## config.mk

```make
export PLATFORM = sky130hd
export DESIGN_NAME = multi_window_display
export DESIGN_NICKNAME = d
export VERILOG_FILES = /design/src/rtl/multi_window_display.sv
export SDC_FILE = /design/constraint.sdc
export NUM_CORES = 1
export LEC_CHECK = 0
export CAP_MARGIN = 20
export CORE_ASPECT_RATIO = 0.6
export CORE_MARGIN = 5
export CORE_UTILIZATION = 40
export CTS_CLUSTER_DIAMETER = 80
export DETAILED_ROUTE_END_ITERATION = 6
export GPL_TIMING_DRIVEN = 0
export PLACE_DENSITY = 0.62
export RECOVER_POWER = 25
export REMOVE_ABC_BUFFERS = 1
export SYNTH_ARGS = -nofsm -noshare
export SYNTH_HDL_FRONTEND = slang
export SYNTH_SLANG_ARGS = --single-unit
```

## constraint.sdc

```tcl
create_clock -name pix_clk -period 10.5 [get_ports pix_clk]
set_clock_uncertainty 0.05 [all_clocks]
set_input_delay 2.1 -clock pix_clk [delete_from_list [all_inputs] [get_ports pix_clk]]
set_output_delay 2.1 -clock pix_clk [all_outputs]
set_load 0.03 [all_outputs]
```

## src/rtl/multi_window_display.sv

```systemverilog
// Composites NUM_WIN image windows, all read from one shared synchronous ROM, over BACK_COLOR.
// Defining MULTI_WIN_BORDER_EN outlines the topmost window's outer ring in BORDER_COLOR.
module multi_window_display #(
  parameter int COLOR_DEPTH = 8,
  parameter int X_BITS = 12,
  parameter int Y_BITS = 12,
  parameter int NUM_WIN = 2,
  parameter int PIC_W = 256,
  parameter int PIC_H = 256,
  parameter int ADDR_BITS = 18,
  parameter int ROM_LAT = 1,
  parameter logic [3*COLOR_DEPTH-1:0] BACK_COLOR = 24'hE0FFFF
`ifdef MULTI_WIN_BORDER_EN
  ,
  parameter logic [3*COLOR_DEPTH-1:0] BORDER_COLOR = 24'hFF0000
`endif
) (
  input  logic                        pix_clk,
  input  logic                        rst,
  input  logic [X_BITS-1:0]           act_x,
  input  logic [Y_BITS-1:0]           act_y,
  input  logic                        vs_in,
  input  logic                        hs_in,
  input  logic                        de_in,
  input  logic [NUM_WIN*X_BITS-1:0]   win_x,
  input  logic [NUM_WIN*Y_BITS-1:0]   win_y,
  input  logic [NUM_WIN-1:0]          win_en,
  input  logic [NUM_WIN*2-1:0]        win_mode,
  input  logic [COLOR_DEPTH-1:0]      thresh,
  output logic [ADDR_BITS-1:0]        rom_addr,
  input  logic [3*COLOR_DEPTH-1:0]    rom_data,
  output logic                        vs_out,
  output logic                        hs_out,
  output logic                        de_out,
  output logic [3*COLOR_DEPTH-1:0]    pixel_data
);

  localparam int PIX_W = 3 * COLOR_DEPTH;
  localparam int PIC_N = PIC_W * PIC_H;
  localparam int CNT_BITS = (PIC_N > 1) ? $clog2(PIC_N) : 1;
  localparam int LAT = ROM_LAT + 3;
  localparam logic [X_BITS:0] SPAN_X = (X_BITS+1)'(PIC_W);
  localparam logic [Y_BITS:0] SPAN_Y = (Y_BITS+1)'(PIC_H);
  localparam logic [CNT_BITS-1:0] CNT_LAST = CNT_BITS'(PIC_N - 1);

  logic [X_BITS-1:0]      sh_x [NUM_WIN];
  logic [Y_BITS-1:0]      sh_y [NUM_WIN];
  logic [1:0]             sh_mode [NUM_WIN];
  logic [NUM_WIN-1:0]     sh_en;
  logic [COLOR_DEPTH-1:0] sh_thresh;
  logic                   vs_prev;
  logic                   vs_rise;

  logic [CNT_BITS-1:0]    cnt [NUM_WIN];
  logic [NUM_WIN-1:0]     hit;
  logic                   sel_hit;
  logic [1:0]             sel_mode;
  logic [ADDR_BITS-1:0]   sel_addr;

  logic                   s_hit [ROM_LAT+1];
  logic [1:0]             s_mode [ROM_LAT+1];

  logic                   p1_hit;
  logic [1:0]             p1_mode;
  logic [PIX_W-1:0]       p1_data;
  logic [COLOR_DEPTH+7:0] p1_r, p1_g, p1_b;
  logic [COLOR_DEPTH+7:0] luma_sum;
  logic [COLOR_DEPTH-1:0] luma;
  logic [PIX_W-1:0]       proc_pix;

  logic [2:0]             sync_pipe [LAT];

`ifdef MULTI_WIN_BORDER_EN
  localparam logic [X_BITS:0] LAST_X = (X_BITS+1)'(PIC_W - 1);
  localparam logic [Y_BITS:0] LAST_Y = (Y_BITS+1)'(PIC_H - 1);
  logic [NUM_WIN-1:0] ring;
  logic               sel_ring;
  logic               s_ring [ROM_LAT+1];
  logic               p1_ring;
`endif

  assign vs_rise = vs_in && !vs_prev;

  // Window configuration is frozen per frame; it only changes at the start of vertical sync.
  always_ff @(posedge pix_clk or posedge rst) begin
    if (rst) begin
      vs_prev   <= 1'b0;
      sh_en     <= '0;
      sh_thresh <= '0;
      for (int i = 0; i < NUM_WIN; i++) begin
        sh_x[i]    <= '0;
        sh_y[i]    <= '0;
        sh_mode[i] <= '0;
      end
    end else begin
      vs_prev <= vs_in;
      if (vs_rise) begin
        sh_en     <= win_en;
        sh_thresh <= thresh;
        for (int i = 0; i < NUM_WIN; i++) begin
          sh_x[i]    <= win_x[i*X_BITS +: X_BITS];
          sh_y[i]    <= win_y[i*Y_BITS +: Y_BITS];
          sh_mode[i] <= win_mode[i*2 +: 2];
        end
      end
    end
  end

  // Extended-width compares keep windows hanging off the screen edge from wrapping around.
  always_comb begin
    hit = '0;
    for (int i = 0; i < NUM_WIN; i++) begin
      hit[i] = sh_en[i] && de_in
               && ({1'b0, act_x} >= {1'b0, sh_x[i]})
               && ({1'b0, act_x} <  ({1'b0, sh_x[i]} + SPAN_X))
               && ({1'b0, act_y} >= {1'b0, sh_y[i]})
               && ({1'b0, act_y} <  ({1'b0, sh_y[i]} + SPAN_Y));
    end
  end

`ifdef MULTI_WIN_BORDER_EN
  always_comb begin
    ring = '0;
    for (int i = 0; i < NUM_WIN; i++) begin
      ring[i] = ({1'b0, act_x} == {1'b0, sh_x[i]})
                || ({1'b0, act_x} == ({1'b0, sh_x[i]} + LAST_X))
                || ({1'b0, act_y} == {1'b0, sh_y[i]})
                || ({1'b0, act_y} == ({1'b0, sh_y[i]} + LAST_Y));
    end
  end
`endif

  // Scan from the highest index down so the lowest-index hit wins.
  always_comb begin
    sel_hit  = 1'b0;
    sel_mode = '0;
    sel_addr = '0;
`ifdef MULTI_WIN_BORDER_EN
    sel_ring = 1'b0;
`endif
    for (int i = NUM_WIN - 1; i >= 0; i--) begin
      if (hit[i]) begin
        sel_hit  = 1'b1;
        sel_mode = sh_mode[i];
        sel_addr = ADDR_BITS'(i * PIC_N) + ADDR_BITS'(cnt[i]);
`ifdef MULTI_WIN_BORDER_EN
        sel_ring = ring[i];
`endif
      end
    end
  end

  // Occluded windows still advance so their images stay aligned when uncovered.
  always_ff @(posedge pix_clk or posedge rst) begin
    if (rst) begin
      for (int i = 0; i < NUM_WIN; i++) cnt[i] <= '0;
    end else if (vs_rise) begin
      for (int i = 0; i < NUM_WIN; i++) cnt[i] <= '0;
    end else begin
      for (int i = 0; i < NUM_WIN; i++) begin
        if (hit[i]) cnt[i] <= (cnt[i] == CNT_LAST) ? '0 : cnt[i] + 1'b1;
      end
    end
  end

  // Address register plus a side pipeline whose last stage lines up with rom_data.
  always_ff @(posedge pix_clk or posedge rst) begin
    if (rst) begin
      rom_addr <= '0;
      for (int k = 0; k <= ROM_LAT; k++) begin
        s_hit[k]  <= 1'b0;
        s_mode[k] <= '0;
`ifdef MULTI_WIN_BORDER_EN
        s_ring[k] <= 1'b0;
`endif
      end
    end else begin
      rom_addr  <= sel_hit ? sel_addr : '0;
      s_hit[0]  <= sel_hit;
      s_mode[0] <= sel_mode;
`ifdef MULTI_WIN_BORDER_EN
      s_ring[0] <= sel_hit && sel_ring;
`endif
      for (int k = 1; k <= ROM_LAT; k++) begin
        s_hit[k]  <= s_hit[k-1];
        s_mode[k] <= s_mode[k-1];
`ifdef MULTI_WIN_BORDER_EN
        s_ring[k] <= s_ring[k-1];
`endif
      end
    end
  end

  always_ff @(posedge pix_clk or posedge rst) begin
    if (rst) begin
      p1_hit  <= 1'b0;
      p1_mode <= '0;
      p1_data <= '0;
      p1_r    <= '0;
      p1_g    <= '0;
      p1_b    <= '0;
`ifdef MULTI_WIN_BORDER_EN
      p1_ring <= 1'b0;
`endif
    end else begin
      p1_hit  <= s_hit[ROM_LAT];
      p1_mode <= s_mode[ROM_LAT];
      p1_data <= rom_data;
      p1_r    <= (COLOR_DEPTH+8)'(rom_data[PIX_W-1 -: COLOR_DEPTH]) * (COLOR_DEPTH+8)'(77);
      p1_g    <= (COLOR_DEPTH+8)'(rom_data[2*COLOR_DEPTH-1 -: COLOR_DEPTH]) * (COLOR_DEPTH+8)'(150);
      p1_b    <= (COLOR_DEPTH+8)'(rom_data[COLOR_DEPTH-1:0]) * (COLOR_DEPTH+8)'(29);
`ifdef MULTI_WIN_BORDER_EN
      p1_ring <= s_ring[ROM_LAT];
`endif
    end
  end

  // Coefficients sum to 256, so the weighted sum fits in COLOR_DEPTH+8 bits.
  always_comb begin
    luma_sum = p1_r + p1_g + p1_b;
    luma     = COLOR_DEPTH'(luma_sum >> 8);
    case (p1_mode)
      2'd0:    proc_pix = p1_data;
      2'd1:    proc_pix = {luma, luma, luma};
      2'd2:    proc_pix = ~p1_data;
      default: proc_pix = (luma >= sh_thresh) ? '1 : '0;
    endcase
  end

  always_ff @(posedge pix_clk or posedge rst) begin
    if (rst) begin
      pixel_data <= BACK_COLOR;
    end else begin
`ifdef MULTI_WIN_BORDER_EN
      if (p1_hit && p1_ring) pixel_data <= BORDER_COLOR;
      else                   pixel_data <= p1_hit ? proc_pix : BACK_COLOR;
`else
      pixel_data <= p1_hit ? proc_pix : BACK_COLOR;
`endif
    end
  end

  always_ff @(posedge pix_clk or posedge rst) begin
    if (rst) begin
      for (int k = 0; k < LAT; k++) sync_pipe[k] <= '0;
    end else begin
      sync_pipe[0] <= {vs_in, hs_in, de_in};
      for (int k = 1; k < LAT; k++) sync_pipe[k] <= sync_pipe[k-1];
    end
  end

  assign {vs_out, hs_out, de_out} = sync_pipe[LAT-1];

endmodule

```

======== Word level (Yosys, flattened, before mapping) ========
Cells that the tools add are included.
cells by class
  bitwise gates (word level) .............. 1
  multiply operators ...................... 3
  reductions and logical operators ........ 15
  equality and inequality tests ........... 4
  mux-type cells .......................... 15
  order comparisons ....................... 9
  $add $sub $neg .......................... 9
operators with widths
  kind                    number
  $pmux 24 s3             1
  $mux 16                 4
  $mux 18                 3
  $add 12x9->13 const B   4
  $lt 12x13->1            4
  $ge 12x12->1            4
  $mux 24                 2
  $add 16x1->16 const B   2
  $eq 16x16->1 const B    2
  $mux 32                 1
  $mul 8x7->15 const B    2
  $not 24->24             1
  $add 17x16->18 const A  1
  $add 15x16->16          1
  $add 16x13->16          1
  $mul 8x5->13 const B    1
  $logic_and 1x1->1       11
  $ge 8x8->1              1
  $mux 2                  2
  $reduce_bool 2->1       2
  $eq 2x1->1 const B      1
  $eq 2x2->1 const B      1
  $logic_not 2->1         1
  $mux 1                  2
  $logic_not 1->1         1
storage, ports and cells
  word-level logic and storage cells ...... 83
  output and inout bits ................... 45
  bits in registers ....................... 225
  input bits .............................. 115

======== Logic depth before layout (Yosys ltp) ========
Gate-level depths: netlist (run 1).
  depth in word-level cells ............... 8
  depth in mapped cells ................... 19

======== Least setup slack after synthesis (run 1) ========
Ideal clock, no wire load.
  path kind ............................... in2reg
  from .................................... in rom_data[12]
  to ...................................... reg p1_g[14]
  setup slack ............................. 5,236 ps
  library setup time ...................... 122 ps
  stages on the path ...................... 14
  arrival ................................. 5,092 ps
  data required time ...................... 10,328 ps
  cell sequence ........................... ha_1 ha_1 inv_1 fa_1 fa_1 inv_1 ha_1 nor3_1 o211ai_1 a31oi_1 nor2b_1 o21a_1 o41a_1 xor2_1
between the ends
  cells in the longest elaborated chain, start to end .. 1
RTL lines
  what                    RTL line  text
  start: declaration      31        input logic [3*COLOR_DEPTH-1:0] rom_data,
  $mul 8x7->15            210       p1_g <= (COLOR_DEPTH+8)'(rom_data[2*COLOR_DEPTH-1 -: COLOR_DEPTH]) * (COLOR_DEPTH+8)'(150);
  end signal: assignment  210
  end: declaration        66        logic [COLOR_DEPTH+7:0] p1_r, p1_g, p1_b;
No other way between the ends.
A chain may end at the register's enable or synchronous reset.

======== Worst setup path after layout (run 1) ========
  from .................................... in rom_data[21]
  to ...................................... reg p1_r[13]
between the ends
  cells in the longest elaborated chain, start to end .. 1
RTL lines
  what                    RTL line  text
  $mul 8x7->15            209       p1_r <= (COLOR_DEPTH+8)'(rom_data[PIX_W-1 -: COLOR_DEPTH]) * (COLOR_DEPTH+8)'(77);
  end signal: assignment  209
  end: declaration        66
No other way between the ends.

==> results of run 1 <==
-- routing by layer --
metal | track usage, % | share of wire (%)
met4 | 3.54 | 1.9
met5 | 0 | 0.13
met3 | 4.96 | 6.5
met2 | 24.2 | 40
met1 | 29.5 | 52
-- worst max-delay path by stage --
| stage | depth (start not counted) | slack [ps] | to | from |
|---|---|---|---|---|
| final | 14 | 4450 | p1_r[13]$_DFF_PP0_ | rom_data[21] |
| after global routing | 2 | 3720 | sh_y[12]$_DFFE_PP0P_ | rst |
| after CTS | 14 | 4600 | p1_r[13]$_DFF_PP0_ | rom_data[21] |
| after detailed placement | 14 | 4030 | p1_r[13]$_DFF_PP0_ | rom_data[21] |
| after global placement | 5 | -1070 | cnt[3]$_DFFE_PP0P_ | vs_in |
| after floorplan | 1 | 2420 | cnt[0]$_DFFE_PP0P_ | rst |
-- synth_stat cells, drive strengths merged (4+ instances only) --
master | count | area share [%]
dfrtp | 199 | 37
a41o | 4 | 0.29
a21oi | 63 | 2.3
nor2 | 53 | 1.5
o21bai | 5 | 0.28
nand2 | 126 | 3.5
o21a | 14 | 0.77
nand2b | 10 | 0.46
and4 | 4 | 0.26
nand3 | 41 | 1.5
dfstp | 19 | 3.7
a211oi | 11 | 0.61
inv | 182 | 5.0
o21ai | 87 | 3.2
o22ai | 4 | 0.18
buf | 15 | 0.61
nand4b | 7 | 0.56
nand4 | 14 | 0.64
fa | 38 | 5.6
nor3 | 13 | 0.48
o211ai | 19 | 1.1
a21o | 22 | 1.2
or2 | 8 | 0.37
or4 | 5 | 0.28
a31oi | 13 | 0.60
ha | 191 | 18
nor2b | 13 | 0.60
a2111oi | 11 | 0.75
o2111ai | 4 | 0.26
clkbuf | 27 | 0.74
a31o | 4 | 0.26
o221ai | 7 | 0.45
o31ai | 35 | 2.0
and3 | 11 | 0.51
xnor2 | 44 | 2.8
mux2i | 5 | 0.37
xor2 | 8 | 0.51
and2 | 5 | 0.23
-- power groups by stage --
stage               clock, mW  combinational, mW  sequential, mW
floorplan                   0               1.11            1.04
global placement            0               1.62            1.04
detailed placement          0               1.68            1.04
CTS                     0.868               1.70            1.03
global route            0.904               1.92            1.04
finish                  0.842               1.71            1.03
-- placed cells by master (no fill, tap or decap), types with 5 or more instances in the layout --
master and n:
dfrtp_1 199, and2_1 5, or2_2 8, a211oi_1 11
a21oi_1 63, dfstp_2 19, clkdlybuf4s50_1 130, a31oi_1 13
o21bai_1 5, nor2_1 52, xnor2_1 44, nand2b_1 10
nor2b_1 12, nand4_1 14, and3_1 11, buf_8 5
ha_1 191, nand3_1 41, xor2_1 8, o31ai_1 34
o221ai_1 7, nand2_1 126, nand4b_1 6, inv_1 181
clkbuf_16 25, clkinv_2 5, fa_1 38, o211ai_1 18
a21o_1 22, o21a_1 14, a2111oi_0 10, o21ai_0 87
dlygate4sd3_1 28, or4_1 5, mux2i_1 5, nor3_1 13
-- cells by family after synthesis --
family | count (synthesis)
AND/OR/NAND/NOR | 317
flip-flops | 218
buffers and inverters | 224
other | 1
multiplexers | 5
adder cells (fa/ha/maj) | 229
AO/OA/AOI/OAI | 319
XOR/XNOR | 52
-- flip-flops by register name, indices dropped and copies added, names as in the netlist, 11 cells and up --
name / count
cnt: 32
p1_b: 11
p1_data: 24
p1_g: 14
p1_r: 13
pixel_data: 24
rom_addr: 17
sh_x: 24
sh_y: 24
-- per-stage QoR --
stage                     power [mW]  util [%]  setup WS [ps]
final                           3.58      49.5           4450
after global routing            3.86      49.5           3720
after CTS                       3.60      49.4           4600
after detailed placement        2.72      47.1           4030
after global placement          2.66      46.4          -1070
after floorplan                 2.15         -           2420
-- layout make-up --
cell class / count / area, sq um
Inverter: 182 / 684
Clock inverter: 10 / 88.8
Fill cell: 3093 / 17000
Tap cell: 459 / 574
Multi-Input combinational cell: 923 / 7310
Timing Repair Buffer: 170 / 1800
Antenna cell: 1 / 2.50
Clock buffer: 32 / 692
Sequential cell: 218 / 5480
==> metrics.md, run 1 <==
| Metric | Value |
|---|---|
| Number of global-route vias before repair | 10030 |
| Max Clock Freq | 165 MHz |
| Setup Fix Bufs, Post-CTS | 0 |
| Clock slew at reported path FFs | 60 ps |
| Mux share of post-synthesis cell area | 0.367% |
| Final setup TNS | 0 ps |
| Worst-path fanout max | 5 |
| Avg Inst Size Synth | 9.98 sq um |
| H-tree depth | 1 |
| Max-cap violations | 1 |
| Simple-gate share of the synthesized area | 11.2% |
| Total Die Area | 38000 sq um |
| Main combinational cell family by area after synthesis | adder cells |
| Total clock buffers created by CTS | 24 |
| RSZ-0062 raised after global routing | no |
| WHS | 293 ps |
| Post-CTS resize count | 0 |
| Mapped cell area | 13600 sq um |
| Clock latency at the later pin of the worst-skew pair | 530 ps |
| Ys async rst share | 100% |
| Crit Path Category | in -> reg |
| Root buffer cell | clkbuf_16 |
| Minimum clock period | 6050 ps |
| CTS tree | yes |
| YS warnings | 0 |
| Yosys cell types | 62 |
| NetSw | 1.47 mW |
| Gate power share | 47.7% |
| Failing checks | max-capacitance violations, max-slew violations |
| Rel. slew slack | -237% |
| Startpoint types | input pin |
| Clock share of power | 23.5% |
| Total global routing overflow | 0 |
| DR iter-0 viols | 681 |
| Layout area overhead | 22.1% |
| Number of clock sinks | 218 |
| EDFF count, synth | 0 |
| Drt first pass iters | 5 |
| Required @ worst endpoint | 10890 ps |
| Num rows | 52 |
| Vias per std cell | 5.15 |
| Port Buffer Count | 158 |
| Fin. Hold Viols | 0 |
| Yosys reg bits | 218 |
| Crit path max-delay family | adder cells |
| Synth Area in Compound Gates | 15.4% |
| Half-perimeter wire length after placement | 26.5 mm |
| Worst VDD drop | 0.203 mV |
| HP Start | s_mode[1]$_DFF_PP0_ |
| Crit-path max cell delay | 790 ps |
| Post-route DRC violation count | 0 |
| Sequential area share after synthesis | 40.2% |
| Largest net degree at the start of global routing | 111 |
| Worst r2r src | p1_r[5]$_DFF_PP0_ |
| Status | finished, violations left |
| WP buf/inv | 4 |
| WL final | 34.7 mm |
| Gr usage total | 18.3% |
| Fin area | 16600 sq um |
| Final setup fails | 0 |
| Pwr Density | 215 nW/um^2 |
| Leakage | 7.68 nW |
| P_int | 2.11 mW |
| Slew @ Worst Pin | 5020 ps |
| Die Y | 153 microns |
| Initial Util | 40.5% |
| ANT nets after route | 0 |
| Post-Synth XOR/XNOR Area | 3.34% |
| Cells after Synth | 1365 |
| Crit path DAT | 6430 ps |
| Num ports | 160 |
| Net Sw Frac | 41.0% |
| Post-synth top flop | dfrtp_1 |
| First-pass GRT wire length | 55.8 mm |
| Layout Cells excl Fill | 1995 |
| Worst Hold Path EP | p1_mode[1]$_DFF_PP0_ |
| Antenna violations before repair | 6 |
| Core Area | 33600 sq um |
| R2r worst-path depth | 14 |
| Nets | 1863 |
| Hold WC Path Type | reg -> reg |
| Sequential share of power | 28.7% |
| Cells after DPL | 1951 |
| RR Endpoint | pixel_data[22]$_DFF_PP1_ |
| Hold-critical path depth | 0 |
| Max Transition Viols Final | 111 |
| Cells along the critical path | dlygate4sd3_1 -> ha_1 -> ha_1 -> inv_1 -> fa_1 -> fa_1 -> inv_1 -> ha_1 -> inv_1 -> o21bai_1 -> a2111oi_0 -> o31ai_1 -> a21oi_1 -> xnor2_1 |
| Reg2Reg Setup Slack | 5800 ps |
| Vias | 10281 |
| Post-synthesis adder-cell area fraction | 23.1% |
| Tcrit/Tclk final | 57.6% |
| Share of layout cells above drive strength 1 | 6.12% |
| Clock buffer depth | 3 |
| CP max stage cell | dlygate4sd3_1 |
| Critical Path End Type | register |
| Cell Area, Placed | 15800 sq um |
| RD Place Congestion | 0.832 |
| Die Span X | 248 microns |
| # hold bufs at CTS | 0 |
| Drt wl/cell | 17.4 microns |
Note: power is estimated with default switching activity, not from simulation.
==> inputs of run 2 (changes only) <==
--- a/config.mk
+++ b/config.mk
@@ -12,7 +12,7 @@
 export CTS_CLUSTER_DIAMETER = 80
 export DETAILED_ROUTE_END_ITERATION = 6
 export GPL_TIMING_DRIVEN = 0
-export PLACE_DENSITY = 0.62
+export PLACE_DENSITY = 0.65
 export RECOVER_POWER = 25
 export REMOVE_ABC_BUFFERS = 1
 export SYNTH_ARGS = -nofsm -noshare
==> constraint.sdc (replaced) <==
create_clock -name pix_clk -period 5.2 [get_ports pix_clk]
set_clock_uncertainty 0.05 [all_clocks]
set_input_delay 1.04 -clock pix_clk [delete_from_list [all_inputs] [get_ports pix_clk]]
set_output_delay 1.04 -clock pix_clk [all_outputs]
set_load 0.03 [all_outputs]
==> metrics.md, run 2 (synthesis gave the netlist of run 1 again) <==
| Metric | Value |
|---|---|
| Nets | 1860 |
| P_int | 4.38 mW |
| Gr usage total | 18.4% |
| Gate power share | 47.1% |
| Worst VDD drop | 0.610 mV |
| Hold-critical path depth | 0 |
| Number of global-route vias before repair | 10304 |
| Critical Path End Type | register |
| M1 WL | 17.9 mm |
| Failing checks | max-capacitance violations, max-slew violations |
| Pwr Density | 441 nW/um^2 |
| Top reg by flops | cnt |
| First-pass GRT wire length | 56.2 mm |
| CTS tree | yes |
| Post-route DRC violation count | 0 |
| Final setup fails | 0 |
| Clock buffer depth | 3 |
| Required @ worst endpoint | 5580 ps |
| Total Die Area | 38000 sq um |
| Die Span X | 248 microns |
| Worst-path fanout max | 5 |
| Total global routing overflow | 0 |
| Final setup TNS | 0 ps |
| RD Place Congestion | 0.835 |
| Num ports | 160 |
| Crit Path Category | in -> reg |
| Reg2Reg Setup Slack | 600 ps |
| Largest net degree at the start of global routing | 112 |
| Status | finished, violations left |
| Layout area overhead | 22.2% |
| Rel. slew slack | -69.2% |
| Clock slew at reported path FFs | 60 ps |
| FILL cells | 3095 |
| Met3 Wirelength | 2.17 mm |
| Initial Util | 40.5% |
| Slew @ Worst Pin | 2540 ps |
| Net Sw Frac | 40.3% |
| Max-cap violations | 1 |
| NetSw | 2.96 mW |
| WL final | 34.8 mm |
| Hold WC Path Type | reg -> reg |
| Antenna violations before repair | 7 |
| Metal2 WL | 14.1 mm |
| Half-perimeter wire length after placement | 26.4 mm |
| Startpoint types | input pin |
| R2r worst-path depth | 17 |
| Max layer used | met5 |
| Vias per std cell | 5.18 |
| Drt first pass iters | 5 |
| Sequential share of power | 28.2% |
| H-tree depth | 1 |
| Number of clock sinks | 218 |
| # hold bufs at CTS | 0 |
| Setup Fix Bufs, Post-CTS | 0 |
| DR iter-0 viols | 755 |
| Die Y | 153 microns |
| Num rows | 52 |
| Number of flip-flops in the largest register | 32 |
| Minimum clock period | 4920 ps |
| Drt wl/cell | 17.4 microns |
| Clock share of power | 24.6% |
| Most frequent cells in the layout | 199 x dfrtp_1, 191 x ha_1, 181 x inv_1 |
| Total clock buffers created by CTS | 23 |
| Core Area | 33600 sq um |
| Max Transition Viols Final | 111 |
| Post-CTS resize count | 0 |
| ANT nets after route | 0 |
| Max Clock Freq | 203 MHz |
| Leakage | 7.68 nW |
| Total power | 7.34 mW |
| Vias | 10348 |
| Share of layout cells above drive strength 1 | 5.94% |
| Clock latency at the later pin of the worst-skew pair | 530 ps |
| Root buffer cell | clkbuf_16 |
| Most common cell after layout, fill and taps aside | dfrtp_1 |
| Port Buffer Count | 158 |
| RSZ-0062 raised after global routing | no |
| Tcrit/Tclk final | 94.7% |
| Fin. Hold Viols | 0 |
| Crit path DAT | 5300 ps |
[run 2: area by class of cell]
| type | count | area, sq um | area share, % |
|---|---|---|---|
| antenna | 4 | 10.0 | 0.0601 |
| clock buffer | 30 | 622 | 3.74 |
| clock inverter | 12 | 198 | 1.19 |
| timing repair buffer | 168 | 1770 | 10.6 |
| inverter | 182 | 687 | 4.13 |
| multi-input combinational | 923 | 7310 | 43.9 |
| tap | 459 | 574 | 3.45 |
| sequential | 218 | 5480 | 32.9 |
[run 2: metal layers]
| metal | GRT usage [%] | up-vias |
|---|---|---|
| met4 | 3.20 | 4 |
| met2 | 25.8 | 245 |
| met1 | 28.9 | 5016 |
| li1 | - | 5034 |
| met5 | 0 | - |
| met3 | 4.42 | 49 |
[run 2: final timing paths]
path / startpoint / endpoint
worst max-delay path: rom_data[21] / p1_r[13]$_DFF_PP0_
worst min-delay path: sync_pipe[10]$_DFF_PP0_ / sync_pipe[7]$_DFF_PP0_
worst max register to register: p1_r[5]$_DFF_PP0_ / pixel_data[6]$_DFF_PP1_
worst min register to register: sync_pipe[10]$_DFF_PP0_ / sync_pipe[7]$_DFF_PP0_
max in group asynchronous: rst / cnt[9]$_DFFE_PP0P_
min in group asynchronous: rst / sh_x[12]$_DFFE_PP0P_
[run 2: metrics by stage]
| step | cell area, sq um | std cells | hold slack, ps | util, % | setup WS [ps] |
|---|---|---|---|---|---|
| 2_1_floorplan | 13400 | 1323 | 281 | - | -1820 |
| 3_3_place_gp | 15600 | 1940 | 281 | 46.4 | -5210 |
| 3_5_place_dp | 15800 | 1950 | 286 | 47.0 | -129 |
| 4_1_cts | 16600 | 1992 | 300 | 49.5 | 415 |
| 5_1_grt | 16600 | 1996 | 312 | 49.5 | 124 |
| 6_report | 16600 | 1996 | 297 | 49.5 | 276 |
[run 2: power groups by stage]
stage	logic [mW]	registers (mW)	clock network, mW
4_1_cts	3.45	2.07	1.87
2_1_floorplan	2.24	2.10	0
5_1_grt	3.90	2.10	1.93
3_3_place_gp	3.24	2.10	0
3_5_place_dp	3.41	2.10	0
6_report	3.46	2.07	1.81
[run 2: worst max-delay path: stages]
cell	delay (ps)
dlygate4sd3_1	790
ha_1	310
ha_1	270
inv_1	50
fa_1	500
fa_1	510
inv_1	40
ha_1	340
inv_1	70
o21bai_1	90
a2111oi_0	730
o31ai_1	170
a21oi_1	210
xnor2_1	170
